$ cat config.mk
export PLATFORM = sky130hd
export DESIGN_NAME = fft_reorder_32
export DESIGN_NICKNAME = d
export VERILOG_FILES = /design/src/rtl/fft_reorder_32.sv
export SDC_FILE = /design/constraint.sdc
export NUM_CORES = 2
export LEC_CHECK = 0
export ABC_AREA = 1
export ABC_CLOCK_PERIOD_IN_PS = 6400
export CAP_MARGIN = 25
export CELL_PAD_IN_SITES_DETAIL_PLACEMENT = 0
export CELL_PAD_IN_SITES_GLOBAL_PLACEMENT = 1
export CORE_MARGIN = 2
export CORE_UTILIZATION = 35
export DETAILED_ROUTE_END_ITERATION = 12
export PLACE_DENSITY_LB_ADDON = 0.1
export SETUP_SLACK_MARGIN = 0.5
export SYNTH_ARGS = -nofsm -noshare
export SYNTH_HDL_FRONTEND = slang
export SYNTH_SLANG_ARGS = --single-unit
export TNS_END_PERCENT = 50
$ cat constraint.sdc
create_clock -name clk -period 6.4 [get_ports clk]
set_input_delay 1.92 -clock clk [delete_from_list [all_inputs] [get_ports clk]]
set_output_delay 1.92 -clock clk [all_outputs]
set_load 0.005 [all_outputs]
$ cat src/rtl/fft_reorder_32.sv
// Ping-pong bit-reversal reorder buffer for a 32-point FFT: accepts samples in
// bit-reversed order and replays each completed frame in natural bin order.
module fft_reorder_32 (
    input  logic        clk,
    input  logic        rst_n,
    input  logic        in_valid,
    input  logic [21:0] data_in_real,
    input  logic [21:0] data_in_imag,
    output logic        out_valid,
    output logic [21:0] data_out_real,
    output logic [21:0] data_out_imag,
    output logic [4:0]  out_index,
    output logic        out_last
);

    typedef enum logic {IDLE, READ} state_t;

    // Both banks live in one array; the top address bit selects the bank.
    logic [43:0] mem [0:63];

    logic [4:0] wr_cnt;
    logic       wr_bank;
    logic [4:0] rd_cnt;
    logic       rd_bank;
    logic [1:0] full;
    state_t     state;

    logic        wr_done;
    logic [1:0]  set_full;
    logic [1:0]  clr_full;
    logic        rd_fire;
    logic        rd_done;
    logic        other_ready;
    logic [43:0] rd_word;

    function automatic logic [4:0] bitrev5(input logic [4:0] v);
        return {v[0], v[1], v[2], v[3], v[4]};
    endfunction

    assign wr_done = in_valid && (wr_cnt == 5'd31);
    assign rd_word = mem[{rd_bank, rd_cnt}];

    always_comb begin
        set_full = 2'b00;
        clr_full = 2'b00;
        if (wr_done) set_full[wr_bank] = 1'b1;
        // rd_cnt is always 0 in IDLE, so starting a frame reads bin 0 on the same edge.
        rd_fire = (state == READ) || full[rd_bank];
        rd_done = rd_fire && (rd_cnt == 5'd31);
        if (rd_done) clr_full[rd_bank] = 1'b1;
        // Look ahead at a frame completing on this very edge so back-to-back frames have no gap.
        other_ready = full[~rd_bank] | set_full[~rd_bank];
    end

    always_ff @(posedge clk) begin
        if (in_valid) mem[{wr_bank, bitrev5(wr_cnt)}] <= {data_in_real, data_in_imag};
    end

    always_ff @(posedge clk or negedge rst_n) begin
        if (!rst_n) begin
            wr_cnt  <= 5'd0;
            wr_bank <= 1'b0;
            full    <= 2'b00;
        end else begin
            if (in_valid) begin
                wr_cnt <= wr_cnt + 5'd1;
                if (wr_cnt == 5'd31) wr_bank <= ~wr_bank;
            end
            full <= (full | set_full) & ~clr_full;
        end
    end

    // Banks are filled and drained in strict alternation, so rd_bank always
    // names the oldest full bank once it toggles after every drained frame.
    always_ff @(posedge clk or negedge rst_n) begin
        if (!rst_n) begin
            state         <= IDLE;
            rd_cnt        <= 5'd0;
            rd_bank       <= 1'b0;
            out_valid     <= 1'b0;
            out_last      <= 1'b0;
            out_index     <= 5'd0;
            data_out_real <= 22'd0;
            data_out_imag <= 22'd0;
        end else if (rd_fire) begin
            out_valid     <= 1'b1;
            out_last      <= (rd_cnt == 5'd31);
            out_index     <= rd_cnt;
            data_out_real <= rd_word[43:22];
            data_out_imag <= rd_word[21:0];
            rd_cnt        <= rd_cnt + 5'd1;
            if (rd_cnt == 5'd31) begin
                rd_bank <= ~rd_bank;
                state   <= other_ready ? READ : IDLE;
            end else begin
                state   <= READ;
            end
        end else begin
            state         <= IDLE;
            out_valid     <= 1'b0;
            out_last      <= 1'b0;
            out_index     <= 5'd0;
            data_out_real <= 22'd0;
            data_out_imag <= 22'd0;
        end
    end

endmodule

==> impl_metrics.yaml <==
global_routing:
  grt_pass1_vias: 76088
  grt_max_degree: 144
  grt_overflow: 0
  antenna_found_initial: 47
  grt_pass1_wl_mm: 606
  grt.total_usage_pct: 25.1
clocking:
  insertion_delay_ns: 0.94
  postCtsSetupRepairBufs: 0
  cts_max_level: 5
  cts_sinks: 2882
  clk_path_buf_depth: 4
  cts_hold_buf: 0
  cts.clk_slew.worst_paths_ns: 0.06
  cts_tree: "built"
  ctsRootBufferMaster: "clkbuf_16"
  cts_resized: 0
  cts-buffers-inserted: 329
power_and_ir_drop:
  seq_power_share_pct: 36.0
  p_int_w: 0.0373
  combPwrFrac_pct: 34.0
  power.share.switching_pct: 39.1
  ir_drop_uv: 338
  p_total_w: 0.0611
  switchingPower_w: 0.0239
  p_per_area_nw_per_um2: 450
  p_clk_share_pct: 30.0
  p_leak_nw: 50.7
synth:
  synth_area_leaders: "edfxtp_1, nand2_1, nand3_1, nor2_1, o21ai_0"
  synth_largest_area_cell: "edfxtp_1"
  syn_area_per_cell_um2: 11.1
  yosysTopAreaCellShare_pct: 71.5
  ys_types: 22
  yosys_warnings: 0
  syn-num-nets: 10665
  ys_seq_elements: 2882
  synthesis.area_um2: 118000
  ys_seq_area_share_pct: 72.9
  synth_cells: 10614
placement:
  place.gp.congestion: 0.810
  port_buffers: 97
  pre_cts_ws_ns: 1.42
  dp_hpwl_mm: 251
sta:
  hold_violations: 0
  slew_viol_final: 0
  finClkSkew_ns: 0.0413
  whs_ns: 0.630
  finalSetupTns_ns: 0
  setup_viol: 0
  slew_headroom_pct: 22.0
  period_needed_ns: 4.16
  period_share_pct: 65.0
  grt_setup_unrepaired: "false"
  fin_ws_ns: 2.24
  tightest_slew_ns: 1.17
  fmax_mhz: 240
setup_path:
  cp.arrival_ns: 2.24
  cp-startpoint: "data_out_imag[1]$_DFF_PN0_"
  max_stage_delay_ns: 0.77
  r2r-end: "data_out_imag[11]$_DFF_PN0_"
  crit_chain: "clkdlybuf4s50_1"
  r2r-start: "rd_cnt[0]$_DFFE_PN0N_"
  path_buf_inv: 1
  worstSetupEndpointType: "primary output"
  cp_slowest_cell: "clkdlybuf4s50_1"
  worstSetupPathType: "reg -> out"
  regToRegSetupSlack_ns: 2.41
  crit_required_ns: 4.48
  rr_worst_depth: 11
  path_depth: 1
  worstSetupStartpointType: "flop"
  worstPathMaxFanout: 1
  cp_top_family: "buffers and inverters"
  endpoint: "data_out_imag[1]"
floorplan:
  core.rowCount: 213
  fp.dieArea_um2: 342000
  fp.dieW_um: 585
  initial_core_util_pct: 35.1
  die_height_um: 585
  coreArea_um2: 336000
  num_io_pins: 98
drt:
  dr.first_iter.drc_count: 7241
  vias_per_cell: 5.07
  vias: 78778
  drt-pass1-iter-count: 6
  postRouteAntennaNets: 0
  drt-wirelength-per-cell_um: 28.0
  drc: 0
  wl_mm: 435
final_layout:
  layout.nets: 10780
  areaGrowthSynthToFinish_pct: 14.9
  drive_above_1_share_pct: 8.10
  final_util_pct: 40.4
hold_path:
  hold_class: "reg -> reg"
  hold_start: "wr_cnt[0]$_DFFE_PN0P_"
status:
  status: "completed"
run:
  cap_viol_max_count: 0
==> final cells by class <==
class	count	area, um^2
flip-flops and latches	2882	86200
repair buffers	389	3870
well taps	4515	5650
diodes	28	70.1
fillers	32602	200000
clock buffers	443	8960
clock inverters	155	1280
inverters	647	2470
multi-input cells	6480	27300
==> power groups by stage <==
stage          clock [W]  combinational (W)  sequential (W)
2_1_floorplan          0             0.0116          0.0221
3_3_place_gp           0             0.0210          0.0224
3_5_place_dp           0             0.0210          0.0224
4_1_cts           0.0187             0.0210          0.0220
5_1_grt           0.0194             0.0226          0.0221
6_report          0.0184             0.0208          0.0220
==> cells in the mapped netlist (all sizes together) <==
cell type  instances
nand2           3169
edfxtp          2816
nor2            1389
nand3           1080
inv              644
o21ai            549
clkbuf           384
buf              221
a21oi            220
dfrtp             66
or2               43
nand4             10
xor2               7
nor4               6
ha                 4
clkinv             3
nor3               3
==> metal layers <==
layer / wire (um) / part of all wire (%) / global-route usage [%] / up-vias
met5: 53 / 0.012 / 0 / -
met4: 12800 / 2.9 / 7.85 / 8
met3: 22500 / 5.2 / 2.83 / 540
met2: 209000 / 48 / 41.9 / 2277
met1: 191000 / 44 / 34.3 / 39938
li1: - / - / - / 36015
==> through the flow <==
step           cells  cell area, um^2
4_1_cts        15510           136000
3_3_place_gp   14910           125000
3_5_place_dp   14912           126000
6_report       15539           136000
5_1_grt        15536           136000
2_1_floorplan  10614           118000
==> state kept, by name (all words and copies together), names as in the netlist <==
register,count
data_out_imag,22
data_out_real,22
full,2
mem,2816
out_index,5
out_last,1
out_valid,1
rd_bank,1
rd_cnt,5
state,1
wr_bank,1
wr_cnt,5
==> cell usage in the layout, fill, tap and decap left out, drive strengths merged <==
| master | instances |
|---|---|
| o21ai | 549 |
| nor4 | 6 |
| xor2 | 7 |
| edfxtp | 2816 |
| nand2 | 3169 |
| or2 | 43 |
| inv | 662 |
| nand3 | 1080 |
| nor2 | 1389 |
| nor3 | 3 |
| a21oi | 220 |
| ha | 4 |
| nand4 | 10 |
| clkbuf | 443 |
| clkdlybuf4s50 | 52 |
| diode | 28 |
| buf | 337 |
| clkinv | 119 |
| dfrtp | 66 |
| clkinvlp | 4 |
| bufinv | 17 |
==> cells by family (layout without fill, tap and decap cells) <==
logic type	count (synthesis)	after routing	synth area share, %
AO/OA/AOI/OAI	769	769	3.26
XOR/XNOR	7	7	0.0519
adder cells (fa/ha/maj)	4	4	0.0423
buffers and inverters	1252	1634	4.35
flip-flops	2882	2882	72.9
other	0	28	0
AND/OR/NAND/NOR	5700	5700	19.4
==> worst min-delay path by stage <==
stage,to,slack [ns],cells past startpoint
floorplan,out_index[1]$_DFF_PN0_,0.54,2
global placement,wr_cnt[0]$_DFFE_PN0P_,0.59,1
detailed placement,full[0]$_DFF_PN0_,0.61,4
CTS,wr_cnt[0]$_DFFE_PN0P_,0.62,1
global route,wr_cnt[0]$_DFFE_PN0P_,0.66,1
finish,wr_cnt[0]$_DFFE_PN0P_,0.63,1
Note: power is estimated with default switching activity, not from simulation.
